[src/rtl/multicycle_ctrl.sv]
// Main control FSM of the multi-cycle CPU: sequences IF/ID/EXE/MEM/WB and drives datapath strobes,
// mux selects and alu_op, with a bounded wait on the memory handshake.
module multicycle_ctrl #(
  parameter int TIMEOUT = 15,
  parameter int CNT_W   = 4
) (
  input  logic       clk,
  input  logic       rst_n,
  input  logic [5:0] op,
  input  logic [5:0] funct,
  input  logic       zero,
  input  logic       mem_ready,
  output logic       pc_write,
  output logic [1:0] pc_src,
  output logic       ir_write,
  output logic       mem_read,
  output logic       mem_write,
  output logic       alu_src_a,
  output logic       alu_src_b,
  output logic       ext_sign,
  output logic [3:0] alu_op,
  output logic       reg_write,
  output logic       reg_dst,
  output logic       mem_to_reg,
  output logic       illegal,
  output logic       bus_err,
  output logic [2:0] state_o
);

  typedef enum logic [2:0] {
    S_IF  = 3'd0,
    S_ID  = 3'd1,
    S_EXE = 3'd2,
    S_MEM = 3'd3,
    S_WB  = 3'd4
  } state_e;

  typedef enum logic [3:0] {
    C_ADD, C_SUB, C_AND, C_OR, C_SLT, C_SLL,
    C_ADDI, C_ORI, C_LW, C_SW, C_BEQ, C_J, C_BAD
  } cls_e;

  typedef struct packed {
    logic       pc_write;
    logic [1:0] pc_src;
    logic       ir_write;
    logic       mem_read;
    logic       mem_write;
    logic       alu_src_a;
    logic       alu_src_b;
    logic       ext_sign;
    logic [3:0] alu_op;
    logic       reg_write;
    logic       reg_dst;
    logic       mem_to_reg;
    logic       illegal;
    logic       bus_err;
  } ctl_t;

  localparam logic [3:0] ALU_ADD = 4'd0;
  localparam logic [3:0] ALU_SUB = 4'd1;
  localparam logic [3:0] ALU_AND = 4'd2;
  localparam logic [3:0] ALU_OR  = 4'd3;
  localparam logic [3:0] ALU_SLT = 4'd4;
  localparam logic [3:0] ALU_SLL = 4'd5;

  localparam logic [CNT_W-1:0] CNT_LIMIT = CNT_W'(TIMEOUT);

  function automatic cls_e classify(input logic [5:0] o, input logic [5:0] f);
    cls_e c;
    c = C_BAD;
    case (o)
      6'b000000: begin
        case (f)
          6'b100000: c = C_ADD;
          6'b100010: c = C_SUB;
          6'b100100: c = C_AND;
          6'b100101: c = C_OR;
          6'b101010: c = C_SLT;
          6'b000000: c = C_SLL;
          default:   c = C_BAD;
        endcase
      end
      6'b001000: c = C_ADDI;
      6'b001101: c = C_ORI;
      6'b100011: c = C_LW;
      6'b101011: c = C_SW;
      6'b000100: c = C_BEQ;
      6'b000010: c = C_J;
      default:   c = C_BAD;
    endcase
    return c;
  endfunction

  function automatic logic is_rtype(input cls_e c);
    return (c == C_ADD) || (c == C_SUB) || (c == C_AND) ||
           (c == C_OR)  || (c == C_SLT) || (c == C_SLL);
  endfunction

  state_e           state_q, state_d;
  logic [5:0]       op_q, op_d;
  logic [5:0]       funct_q, funct_d;
  logic [CNT_W-1:0] wait_cnt_q, wait_cnt_d;

  cls_e id_cls;
  cls_e ex_cls;
  logic mem_phase;
  logic stalled;
  logic timeout_hit;
  ctl_t ctl;

  assign id_cls    = classify(op, funct);
  assign ex_cls    = classify(op_q, funct_q);
  assign mem_phase = (state_q == S_IF) || (state_q == S_MEM);
  assign stalled   = mem_phase && !mem_ready;
  // mem_ready on the limit cycle still completes the access, so only a stalled cycle can time out
  assign timeout_hit = (TIMEOUT > 0) && stalled && (wait_cnt_q == CNT_LIMIT);

  always_comb begin
    state_d = state_q;
    op_d    = op_q;
    funct_d = funct_q;
    ctl     = '0;

    case (state_q)
      S_IF: begin
        ctl.mem_read = 1'b1;
        if (mem_ready) begin
          ctl.ir_write = 1'b1;
          ctl.pc_write = 1'b1;
          ctl.pc_src   = 2'd0;
          state_d      = S_ID;
        end else if (timeout_hit) begin
          ctl.bus_err = 1'b1;
        end
      end
      S_ID: begin
        op_d    = op;
        funct_d = funct;
        case (id_cls)
          C_J: begin
            ctl.pc_write = 1'b1;
            ctl.pc_src   = 2'd2;
            state_d      = S_IF;
          end
          C_BAD: begin
            ctl.illegal = 1'b1;
            state_d     = S_IF;
          end
          default: state_d = S_EXE;
        endcase
      end
      S_EXE: begin
        ctl.alu_src_a = (ex_cls == C_SLL);
        state_d       = S_WB;
        case (ex_cls)
          C_ADD:  ctl.alu_op = ALU_ADD;
          C_SUB:  ctl.alu_op = ALU_SUB;
          C_AND:  ctl.alu_op = ALU_AND;
          C_OR:   ctl.alu_op = ALU_OR;
          C_SLT:  ctl.alu_op = ALU_SLT;
          C_SLL:  ctl.alu_op = ALU_SLL;
          C_ADDI: begin
            ctl.alu_src_b = 1'b1;
            ctl.ext_sign  = 1'b1;
            ctl.alu_op    = ALU_ADD;
          end
          C_ORI: begin
            ctl.alu_src_b = 1'b1;
            ctl.alu_op    = ALU_OR;
          end
          C_LW, C_SW: begin
            ctl.alu_src_b = 1'b1;
            ctl.ext_sign  = 1'b1;
            ctl.alu_op    = ALU_ADD;
            state_d       = S_MEM;
          end
          C_BEQ: begin
            ctl.alu_op   = ALU_SUB;
            ctl.pc_write = zero;
            ctl.pc_src   = 2'd1;
            state_d      = S_IF;
          end
          default: state_d = S_IF;
        endcase
      end
      S_MEM: begin
        ctl.mem_read  = (ex_cls == C_LW);
        ctl.mem_write = (ex_cls == C_SW);
        if (mem_ready) begin
          state_d = (ex_cls == C_LW) ? S_WB : S_IF;
        end else if (timeout_hit) begin
          ctl.bus_err = 1'b1;
          state_d     = S_IF;
        end
      end
      S_WB: begin
        ctl.reg_write  = 1'b1;
        ctl.reg_dst    = is_rtype(ex_cls);
        ctl.mem_to_reg = (ex_cls == C_LW);
        state_d        = S_IF;
      end
      default: state_d = S_IF;
    endcase
  end

  // Counter runs only while an access is stalled; any completion, timeout or state change clears it
  always_comb begin
    wait_cnt_d = '0;
    if (stalled && !timeout_hit) begin
      wait_cnt_d = (wait_cnt_q == '1) ? wait_cnt_q : wait_cnt_q + 1'b1;
    end
  end

  always_ff @(posedge clk or negedge rst_n) begin
    if (!rst_n) begin
      state_q    <= S_IF;
      op_q       <= '0;
      funct_q    <= '0;
      wait_cnt_q <= '0;
    end else begin
      state_q    <= state_d;
      op_q       <= op_d;
      funct_q    <= funct_d;
      wait_cnt_q <= wait_cnt_d;
    end
  end

  // Reset must silence the datapath immediately, even though IF would otherwise request a fetch
  assign {pc_write, pc_src, ir_write, mem_read, mem_write, alu_src_a, alu_src_b, ext_sign,
          alu_op, reg_write, reg_dst, mem_to_reg, illegal, bus_err} = rst_n ? ctl : '0;
  assign state_o = state_q;

endmodule

[config.mk]
export PLATFORM = sky130hd
export DESIGN_NAME = multicycle_ctrl
export DESIGN_NICKNAME = d
export VERILOG_FILES = /design/src/rtl/multicycle_ctrl.sv
export SDC_FILE = /design/constraint.sdc
export NUM_CORES = 1
export LEC_CHECK = 0
export ABC_AREA = 1
export BUFFER_PORTS_ARGS = -buffer_cell sky130_fd_sc_hd__buf_2
export CAP_MARGIN = 20
export CORE_AREA = 2 2 50 63
export DETAILED_ROUTE_END_ITERATION = 10
export DIE_AREA = 0 0 52 65
export PLACE_DENSITY = 0.82
export SYNTH_ARGS = -nofsm -noshare
export SYNTH_HDL_FRONTEND = slang
export SYNTH_SLANG_ARGS = --single-unit
export TNS_END_PERCENT = 30
[constraint.sdc]
create_clock -name clk -period 4.5 [get_ports clk]
set_clock_uncertainty 0.1 [all_clocks]
set_input_delay 0.45 -clock clk [delete_from_list [all_inputs] [get_ports clk]]
set_output_delay 0.45 -clock clk [all_outputs]
set_load 0.03 [all_outputs]
; ---- Word-level counts from Yosys, hierarchy flattened
; Index checks and enable logic that the tools add are counted.
; W data, S select, Z words.
[totals]
register_bits = 19
out_inout_bits = 21
word_cells = 104
[classes]
addsub = 1
n_eq_ne = 42
mux = 31
n_reduce_logical = 26
[ops]
columns = cell, n
row1 = $eq A6 B6 Y1 const B, 14
row2 = $pmux W4 S7, 2
row3 = $pmux W4 S6, 2
row4 = $eq A4 B4 Y1 const B, 6
row5 = $eq A6 B4 Y1 const B, 4
row6 = $logic_not A6 Y1, 4
row7 = $mux W3, 7
row8 = $mux W18, 1
row9 = $eq A4 B3 Y1 const B, 4
row10 = $pmux W3 S5, 1
row11 = $eq A6 B2 Y1 const B, 2
row12 = $eq A6 B3 Y1 const B, 2
row13 = $mux W4, 3
row14 = $pmux W3 S4, 1
row15 = $reduce_or A2 Y1, 5
row16 = $mux W1, 9
row17 = $pmux W3 S3, 1
row18 = $eq A4 B2 Y1 const B, 2
row19 = $reduce_or A8 Y1, 1
row20 = $mux W7, 1
row21 = $eq A3 B2 Y1 const B, 2
row22 = $logic_or A1 B1 Y1, 6
row23 = $pmux W3 S2, 1
row24 = $add A4 B1 Y4 const B, 1
row25 = 14 further kinds, 18

; ---- Depth between registers and ports, before layout
; Gate-level depths: netlist of the first run.
[depth]
word_depth = 11
mapped_depth = 14
mapped_depth_nobuf = 14

; ---- Worst setup path before layout of the first run
; Ideal clock, no wire load.
[synth_timing]
kind = register to output
from = register state_q[2] (netlist: state_o[2])
to = output port mem_to_reg
arrival_time_ns = 2.572
setup_slack_ns = 1.378
stages_incl_launch_ff = 5
n_path_buf = 0
path_cell_list = dfrtp_1 -> inv_1 -> nor3_1 -> inv_1 -> nor4_1
[synth_via]
elab_chain_len = 3
[synth_rtl]
columns = item, line_no
row1 = start: declaration, 100  ; state_e state_q, state_d;
row2 = start signal: assignment, 222  ; state_q <= state_d;
row3 = $eq A3 B3 Y1, 125  ; case (state_q)
row4 = $mux W3, 125
row5 = $mux W18, 231  ; alu_op, reg_write, reg_dst, mem_to_reg, illegal, bus_err} = rst_n ? ctl : '0;
row6 = end: declaration, 24  ; output logic mem_to_reg,
; Every way passes these cells.

; ---- Worst setup path after layout of the first run
[layout_timing]
from = input port rst_n
to = output port mem_to_reg
[layout_via]
elab_chain_len = 1
[layout_rtl]
columns = item, line_no
row1 = start: declaration, 8  ; input logic rst_n,
row2 = $mux W18, 231
; Every way passes these cells.

==> results.cfg, run 1 <==
[status]
outcome = complete, no violations

[cts]
clk_latency_ns = 0.30
htree_levels = 1
clkTransAtPathRegs_ns = 0.12
cts_inserted_buffers = 3
post_cts_resize_count = 0
cts_tree = yes
cts.path.max_buffers = 2
ctsRootBufferMaster = sky130_fd_sc_hd__clkbuf_4
num_clock_sinks = 19

[sta]
setup_viol = 0
grt_setup_unrepaired = false
report.final.slew_viol_count = 0
normalized_max_slew_margin = 0.4097
setup_ws_ns = 1.484
min_period_over_period = 0.6703
tns_ns = 0
fmax_ghz = 0.3315
tightest_slew_ns = 0.8830
timing_hold_violations_final = 0
shortest_period_the_worst_path_allows_ns = 3.016
hold_slack_ns = 0.3113

[synth]
complex_gate_fraction_of_the_synthesized_area = 0.1024
synth_xor_area_frac = 0.01147
synthesis.instances = 238
mappedNetlistNets = 255
mapped_area_um2 = 1528
seq_area_frac_synth = 0.3112
synth.cells.most_frequent = 46 x sky130_fd_sc_hd__nor2_1, 41 x sky130_fd_sc_hd__inv_1, 31 x sky130_fd_sc_hd__nand2_1
post-synth-top-count-cell = sky130_fd_sc_hd__nor2_1
synth_edf_count = 0
yosysWarningCount = 0
synth_simple_gate_area_share = 0.4275
post_synth_num_cell_types = 32
synthTopCellsByArea = sky130_fd_sc_hd__dfrtp_1 31%, sky130_fd_sc_hd__nor2_1 11%, sky130_fd_sc_hd__inv_1 10%
ys_seq_elements = 19
synthDominantCellAreaShare = 0.3112
synthArstFlopShare = 1.000
yosys.area_share.adder = 0.008190
syn-mean-instance-area_um2 = 6.419
muxShareOfSynthArea = 0.01392
largest_family_of_logic_cells_by_synthesized_area = simple AND/OR/NAND/NOR gates
synth_largest_area_cell = sky130_fd_sc_hd__dfrtp_1
synth_top_flop_cell = sky130_fd_sc_hd__dfrtp_1

[power_and_ir_drop]
p_leak_uw = 0.0009684
power.net_switching_uw = 428.9
internal-power_uw = 412.3
switching_share = 0.5099
seq_power_share = 0.372
power.ir.vdd_worst_uv = 268.0
comb_power_share = 0.524
clock_share_of_power = 0.104
pwr_density_cell_nw_per_um2 = 474.5

[placed_design]
dp_cells = 306
port-buffer-count = 35
dp_worst_setup_slack_ns = 1.985
place_hpwl_mm = 2.591
gpl.final_weighted_congestion = 0.8030

[detailed_routing]
wl_mm = 3.242
detail_route.drc_violations = 0
first_pass_iters = 4
drt.antenna.violating_nets = 0
detailroute.via_count = 1568
wire_per_inst_um = 10.42
routed_via_density = 5.042
initialDrtViolationCount = 45

[setup_path]
required_ns = 3.95
category_of_the_critical_setup_timing_path = input port to output port
biggest_fanout_along_the_worst_timing_path = 21
timing.reg2reg.setup_slack_ns = 2.58
critical-path-max-stage-delay_ns = 0.53
start_kind = input port
master_of_the_slowest_instance_on_the_critical_path = sky130_fd_sc_hd__dlygate4sd3_1
worstPathArrival_ns = 2.47
critPathTopFamily = buffers and inverters
endpoint_kind = output port
timing.critical_path.buf_inv = 5
crit_chain = dlygate4sd3_1, buf_2, inv_1, nor3_1, inv_1, nor4_1, buf_2

[layout]
layout.filler_cells = 287
fin_cells = 311
syn2layout_area_growth_pct = 16.05
diodes = 0
drive_above_1_share = 0.2364
nets = 293

[floorplanning]
floorplan.core_area_um2 = 2835
core.rowCount = 22
floorplan.initialDensity = 0.5388
ios = 37
die_h_um = 65
die-width_um = 52
floorplan.die_area_um2 = 3380

[min_path]
min-delay-path-class = input port to flop

[grt]
track_usage = 0.2109
grt-ovfl-total = 0
grt_pass1_vias = 1422
grt_first_pass_wirelength_mm = 5.547
maximum_number_of_pins_on_one_net_before_global_route_repair = 28
grt_antenna_before_repair = 0

[job]
cap_violations = 0
## worst reg2reg max path: stages (launching register included)
cell,delay (ns)
sky130_fd_sc_hd__dfrtp_1,0.43
sky130_fd_sc_hd__inv_1,0.13
sky130_fd_sc_hd__nand3_1,0.63
sky130_fd_sc_hd__mux2_2,0.53
## metal layers
layer	global-route usage	vias to the layer above	wire length [um]
met5	0	-	0
met4	0.07895	0	28
met3	0.01382	2	105
met2	0.3750	33	1616
met1	0.2599	697	1491
li1	-	836	-
## sequential cells by signal, indices dropped and copies added (netlist names)
| signal | cells |
|---|---|
| state_o | 3 |
| funct_q | 6 |
| wait_cnt_q | 4 |
| op_q | 6 |
## final cells by class
class | count | area [um2] | share of cell area
flip-flops and latches | 19 | 475.5 | 0.2682
well taps | 36 | 45.04 | 0.02541
inverters | 46 | 172.7 | 0.09739
clock buffers | 3 | 22.52 | 0.01270
repair buffers | 36 | 185.2 | 0.1044
clock inverters | 1 | 7.507 | 0.004234
multi-input cells | 170 | 864.6 | 0.4876
## placed cells by master (no fill, tap or decap), types with 3 or more instances in the layout
cell	instances
sky130_fd_sc_hd__a21oi_1	6
sky130_fd_sc_hd__buf_2	35
sky130_fd_sc_hd__clkbuf_4	3
sky130_fd_sc_hd__dfrtp_1	19
sky130_fd_sc_hd__inv_1	41
sky130_fd_sc_hd__inv_2	5
sky130_fd_sc_hd__nand2_1	31
sky130_fd_sc_hd__nand2_2	5
sky130_fd_sc_hd__nand3_1	22
sky130_fd_sc_hd__nand3_2	4
sky130_fd_sc_hd__nand4_1	6
sky130_fd_sc_hd__nor2_1	46
sky130_fd_sc_hd__nor2_2	5
sky130_fd_sc_hd__nor3_1	11
sky130_fd_sc_hd__o21ai_0	11
## worst paths after layout
check | start | endpoint | cells past startpoint
min in group asynchronous | rst_n | funct_q[4] | 2
max in group asynchronous | rst_n | op_q[5] | 2
hold / removal | funct[4] | funct_q[4] | 2
setup / recovery | rst_n | mem_to_reg | 7
setup reg to reg | state_o[2] | funct_q[4] | 3
hold reg to reg | wait_cnt_q[0] | wait_cnt_q[0] | 1
## power groups by stage
stage                     Sequential (uW)  Clock [uW]  Combinational, uW
after global routing                  324        95.4                508
final                                 313        87.7                441
after global placement                312           0                430
after floorplan                       311           0                349
after CTS                             312        90.0                442
after detailed placement              315           0                438
## what timing repair did
| item | in CTS | in global routing |
|---|---|---|
| buffers inserted | 0 | 0 |
| hold buffers | 1 | 0 |
| endpoints found under the hold margin | 19 | 0 |
## metrics by stage
stage                     power [uW]  utilization  instance area (um2)
after floorplan                660.1            -                 1528
after global placement         741.9       0.6112                 1733
after detailed placement       753.3       0.6112                 1733
after CTS                      843.9       0.6253                 1773
after global routing           926.6       0.6253                 1773
final                          841.2       0.6253                 1773
## logic make-up (layout without fill, tap and decap cells)
group	count (synthesis)	in the layout
DFF	19	19
other	1	1
buffers and inverters	49	86
AOI/OAI and AO/OA	27	27
xor gates and xnor gates	2	2
and+or+nand+nor	137	137
adders and majority gates	1	1
muxes	2	2
No activity file was read; power rests on OpenSTA's default activity.
==> run 2, diff against run 1 <==
--- a/config.mk
+++ b/config.mk
@@ -8,10 +8,10 @@
 export ABC_AREA = 1
 export BUFFER_PORTS_ARGS = -buffer_cell sky130_fd_sc_hd__buf_2
 export CAP_MARGIN = 20
-export CORE_AREA = 2 2 50 63
+export CORE_AREA = 2 2 54 69
 export DETAILED_ROUTE_END_ITERATION = 10
-export DIE_AREA = 0 0 52 65
-export PLACE_DENSITY = 0.82
+export DIE_AREA = 0 0 56 71
+export PLACE_DENSITY = 0.73
 export SYNTH_ARGS = -nofsm -noshare
 export SYNTH_HDL_FRONTEND = slang
 export SYNTH_SLANG_ARGS = --single-unit
==> constraint.sdc (replaced) <==
create_clock -name clk -period 2.5 [get_ports clk]
set_clock_uncertainty 0.1 [all_clocks]
set_input_delay 0.25 -clock clk [delete_from_list [all_inputs] [get_ports clk]]
set_output_delay 0.25 -clock clk [all_outputs]
set_load 0.03 [all_outputs]
==> run 2 against run 1 <==
- critical path depth rose by 5
- critical path type is now flop to output port
- worst hold slack got worse by 0.13 ns
- clock power grew 130%
- cell count is 1.6% higher
- power is 93% higher
- non-clock buffer count is 2 higher
==> results.cfg, run 2 (synthesis gave the netlist of run 1 again) <==
[status]
outcome = complete, no violations

[layout]
layout.filler_cells = 352
fin_cells = 316
diodes = 0
most-common-layout-cells = 45 x sky130_fd_sc_hd__nor2_1, 41 x sky130_fd_sc_hd__inv_1, 34 x sky130_fd_sc_hd__buf_2
layout_commonest_cell = sky130_fd_sc_hd__nor2_1
nets = 295
largest_registers = funct_q: 6 flops, op_q: 6 flops, wait_cnt_q: 4 flops
syn2layout_area_growth_pct = 20.39
drive_above_1_share = 0.2527
final_design_area_no_fill_um2 = 1839

[grt]
track_usage = 0.1785
maximum_number_of_pins_on_one_net_before_global_route_repair = 21
grt_first_pass_wirelength_mm = 5.871
grt_pass1_vias = 1438
grt_antenna_before_repair = 0
grt-ovfl-total = 0

[detailed_routing]
detailroute.via_count = 1602
first_pass_iters = 4
wire_per_inst_um = 10.75
drt.antenna.violating_nets = 0
routed_via_density = 5.070
initialDrtViolationCount = 78
wl_mm = 3.398
detail_route.drc_violations = 0

[setup_path]
critical-path-max-stage-delay_ns = 0.44
critPathTopFamily = simple AND/OR/NAND/NOR gates
worstPathArrival_ns = 2.02
critPathMostFrequentCell = sky130_fd_sc_hd__nand2_1
start_kind = flop
timing.reg2reg.setup_slack_ns = 0.78
endpoint_kind = output port
required_ns = 2.15
biggest_fanout_along_the_worst_timing_path = 5
timing.critical_path.buf_inv = 4
crit_chain = nand2_1, inv_1, nand3_2, nand2_2, inv_2, nand2_1, nor2_2, inv_2, nor3_1, nand2_1, a21oi_1, buf_2
category_of_the_critical_setup_timing_path = flop to output port
master_of_the_slowest_instance_on_the_critical_path = sky130_fd_sc_hd__dfrtp_1

[floorplanning]
die-width_um = 56
floorplan.core_area_um2 = 3363
ios = 37
floorplan.initialDensity = 0.4542
core.rowCount = 24
die_h_um = 71
floorplan.die_area_um2 = 3976

[cts]
htree_levels = 1
clk_latency_ns = 0.25
cts_tree = yes
cts_inserted_buffers = 3
cts.path.max_buffers = 2
cts_setup_buffers = 0
clkTransAtPathRegs_ns = 0.06
num_clock_sinks = 19
ctsRootBufferMaster = sky130_fd_sc_hd__clkbuf_8

[power_and_ir_drop]
seq_power_share = 0.357
power.net_switching_uw = 802.9
internal-power_uw = 817.1
pwr_density_cell_nw_per_um2 = 880.8
final_total_power_uw = 1620
clock_share_of_power = 0.125
comb_power_share = 0.518
switching_share = 0.4956
power.ir.vdd_worst_uv = 699.6
p_leak_uw = 0.0009897

[placed_design]
dp_cells = 311
placed_area_um2 = 1763
port-buffer-count = 35
gpl.final_weighted_congestion = 0.9001
place_hpwl_mm = 2.788
dp_worst_setup_slack_ns = 0.3652

[sta]
hold_slack_ns = 0.1788
min_period_over_period = 0.9479
setup_viol = 0
setup_ws_ns = 0.1303
report.final.slew_viol_count = 0
shortest_period_the_worst_path_allows_ns = 2.370
timing_hold_violations_final = 0
grt_setup_unrepaired = true
fmax_ghz = 0.4220

[job]
cap_violations = 0

[min_path]
min-delay-path-class = input port to flop
-- run 2: metrics by stage --
step           setup TNS (ns)  utilization
6_report                    0       0.5469
5_1_grt               -0.1140       0.5469
4_1_cts                     0       0.5406
3_5_place_dp                0       0.5242
3_3_place_gp                0       0.5242
2_1_floorplan         -0.1401            -
-- run 2: worst min-delay path, cell delays in order --
cell and delay, ns:
sky130_fd_sc_hd__buf_2 0.10, sky130_fd_sc_hd__nor2_1 0.09, sky130_fd_sc_hd__a21oi_1 0.05
-- run 2: timing repair --
item                                    CTS  global route
resized for setup                         0             6
hold buffers                              1             0
endpoints found under the hold margin    19             0
endpoints found under the setup margin    0             3
-- run 2: path summary, 6_finish.rpt --
kind	depth (start not counted)	startpoint	to
worst max register to register	11	op_q[0]	state_o[2]
worst min-delay path	3	funct[0]	funct_q[0]
worst max-delay path	12	op_q[0]	mem_read
max in group asynchronous	3	rst_n	op_q[1]
worst min register to register	1	wait_cnt_q[0]	wait_cnt_q[0]
min in group asynchronous	3	rst_n	funct_q[5]
-- run 2: power groups by stage --
stage	logic, uW	registers, uW	clock network, uW
finish	840	578	203
global route	966	605	221
CTS	826	564	210
detailed placement	823	570	0
global placement	804	561	0
floorplan	637	560	0
-- run 2: cell type report --
cell class | count | area [um2] | share of cell area
inverters | 46 | 172.7 | 0.09388
clock buffers | 4 | 45.04 | 0.02449
well taps | 39 | 48.80 | 0.02653
multi-input cells | 170 | 893.4 | 0.4857
repair buffers | 38 | 202.7 | 0.1102
flip-flops and latches | 19 | 476.7 | 0.2592
-- run 2: metal layers --
layer	part of all wire	track usage
met1	0.45	0.2217
met2	0.51	0.3203
met3	0.026	0.01645
met4	0.016	0.06349
met5	0	0
==> run 3, diff against run 2 <==
--- a/config.mk
+++ b/config.mk
@@ -8,10 +8,11 @@
 export ABC_AREA = 1
 export BUFFER_PORTS_ARGS = -buffer_cell sky130_fd_sc_hd__buf_2
 export CAP_MARGIN = 20
-export CORE_AREA = 2 2 54 69
+export CORE_AREA = 2 2 52 66
 export DETAILED_ROUTE_END_ITERATION = 10
-export DIE_AREA = 0 0 56 71
-export PLACE_DENSITY = 0.73
+export DIE_AREA = 0 0 54 68
+export PLACE_DENSITY = 0.75
+export SETUP_SLACK_MARGIN = 0.5
 export SYNTH_ARGS = -nofsm -noshare
 export SYNTH_HDL_FRONTEND = slang
 export SYNTH_SLANG_ARGS = --single-unit
==> constraint.sdc (replaced) <==
create_clock -name clk -period 2.6 [get_ports clk]
set_clock_uncertainty 0.1 [all_clocks]
set_input_delay 0.26 -clock clk [delete_from_list [all_inputs] [get_ports clk]]
set_output_delay 0.26 -clock clk [all_outputs]
set_load 0.03 [all_outputs]
==> run 3 against run 2 <==
- core utilization is 10 points higher
- power is 8.0% higher
- sequential cell count stayed put
==> results.cfg, run 3 (synthesis gave the netlist of run 1 again) <==
[status]
outcome = complete, no violations

[power_and_ir_drop]
pwr_density_cell_nw_per_um2 = 868.2
p_leak_uw = 0.001057
power.ir.vdd_worst_uv = 517.8

[layout]
fin_cells = 326
drive_above_1_share = 0.3356
largest_registers = funct_q: 6 flops, op_q: 6 flops, wait_cnt_q: 4 flops
nets = 307
layout.filler_cells = 290
most-common-layout-cells = 42 x sky130_fd_sc_hd__nor2_1, 41 x sky130_fd_sc_hd__inv_1, 31 x sky130_fd_sc_hd__buf_2
postLayoutCoreUtil = 0.6481
syn2layout_area_growth_pct = 31.86
diodes = 0
layout_commonest_cell = sky130_fd_sc_hd__nor2_1

[floorplanning]
ios = 37
die-width_um = 54
die_h_um = 68
floorplan.die_area_um2 = 3672
floorplan.initialDensity = 0.4915
floorplan.core_area_um2 = 3108
core.rowCount = 23

[sta]
fmax_ghz = 0.4183
tns_ns = 0
normalized_max_slew_margin = 0.4389
grt_setup_unrepaired = true
timing_hold_violations_final = 0
min_period_over_period = 0.9195
tightest_slew_ns = 0.8388
setup_viol = 0
report.final.slew_viol_count = 0
shortest_period_the_worst_path_allows_ns = 2.391

[cts]
cts.path.max_buffers = 2
clkTransAtPathRegs_ns = 0.07
htree_levels = 1
clk_latency_ns = 0.25
cts_tree = yes
num_clock_sinks = 19
cts_inserted_buffers = 3
ctsRootBufferMaster = sky130_fd_sc_hd__clkbuf_8

[setup_path]
critPathMostFrequentCell = sky130_fd_sc_hd__nor2_1
timing.critical_path.buf_inv = 2
biggest_fanout_along_the_worst_timing_path = 5
critPathTopFamily = simple AND/OR/NAND/NOR gates
start_kind = flop
required_ns = 2.24
worstPathArrival_ns = 2.03
master_of_the_slowest_instance_on_the_critical_path = sky130_fd_sc_hd__dfrtp_2
endpoint_kind = output port
critical-path-max-stage-delay_ns = 0.44
crit_chain = nor2_4, buf_4, nand3_2, nand2_4, nor2_4, nand4_1, nor2_1, nor2_1, nand2_1, nor2_1, a21oi_1, buf_4
category_of_the_critical_setup_timing_path = flop to output port

[placed_design]
gpl.final_weighted_congestion = 0.8610
dp_cells = 309
place_hpwl_mm = 2.785
port-buffer-count = 35

[detailed_routing]
initialDrtViolationCount = 18
drt.antenna.violating_nets = 0
routed_via_density = 5.067
detail_route.drc_violations = 0
wire_per_inst_um = 11.17
first_pass_iters = 4
wl_mm = 3.642
detailroute.via_count = 1652

[min_path]
min-delay-path-class = input port to flop

[grt]
grt_first_pass_wirelength_mm = 6.092
grt_pass1_vias = 1480
maximum_number_of_pins_on_one_net_before_global_route_repair = 20
track_usage = 0.2197
grt-ovfl-total = 0
grt_antenna_before_repair = 0

[job]
cap_violations = 0
==> run 3: cell type report <==
class	instances	area, um2	area share
clock buffer	4	45.04	0.02236
inverter	46	175.2	0.08696
tap	37	46.29	0.02298
timing repair buffer	50	300.3	0.1491
sequential	19	481.7	0.2391
multi-input combinational	170	965.9	0.4795
==> run 3: metrics by stage <==
step / power (uW) / setup slack (ns) / hold slack [ns] / area (um2)
floorplan: 1162 / 0.3629 / -0.1356 / 1559
global placement: 1327 / 0.4098 / 0.1848 / 1780
detailed placement: 1352 / 0.4060 / 0.1768 / 1780
CTS: 1704 / 0.2798 / 0.1692 / 1978
global route: 1918 / 0.06871 / 0.1832 / 2014
finish: 1749 / 0.2092 / 0.1703 / 2014
==> run 3: timing repair <==
item                                    CTS  global route
endpoints found under the setup margin   11            15
hold buffers                              1             0
gates resized for setup                  20             8
buffers inserted                         10             2
hold endpoints to repair                 19             0
pin swaps                                 5             5
==> run 3: worst paths after layout <==
| check | start | endpoint | slack [ns] | cells past startpoint |
|---|---|---|---|---|
| min in group asynchronous | rst_n | funct_q[4] | 0.70 | 3 |
| max in group asynchronous | rst_n | op_q[5] | 1.13 | 3 |
| min reg2reg | wait_cnt_q[0] | wait_cnt_q[0] | 0.36 | 1 |
| max | op_q[5] | alu_op[0] | 0.21 | 12 |
| min | funct[4] | funct_q[4] | 0.17 | 2 |
| max reg2reg | state_o[2] | funct_q[4] | 0.87 | 4 |
==> run 3: routing by layer <==
metal | vias to the layer above | track usage | wire length (um)
met1 | 754 | 0.2600 | 1510
li1 | 870 | - | -
met3 | 4 | 0.006550 | 66
met4 | 0 | 0.05625 | 41
met2 | 24 | 0.4238 | 2024
met5 | - | 0 | 0
==> run 3: power by group <==
group / total [uW] / switching (uW) / internal [uW]
registers: 571 / 154 / 417
clock network: 198 / 89.1 / 109
logic: 980 / 605 / 375
total: 1750 / 848 / 901
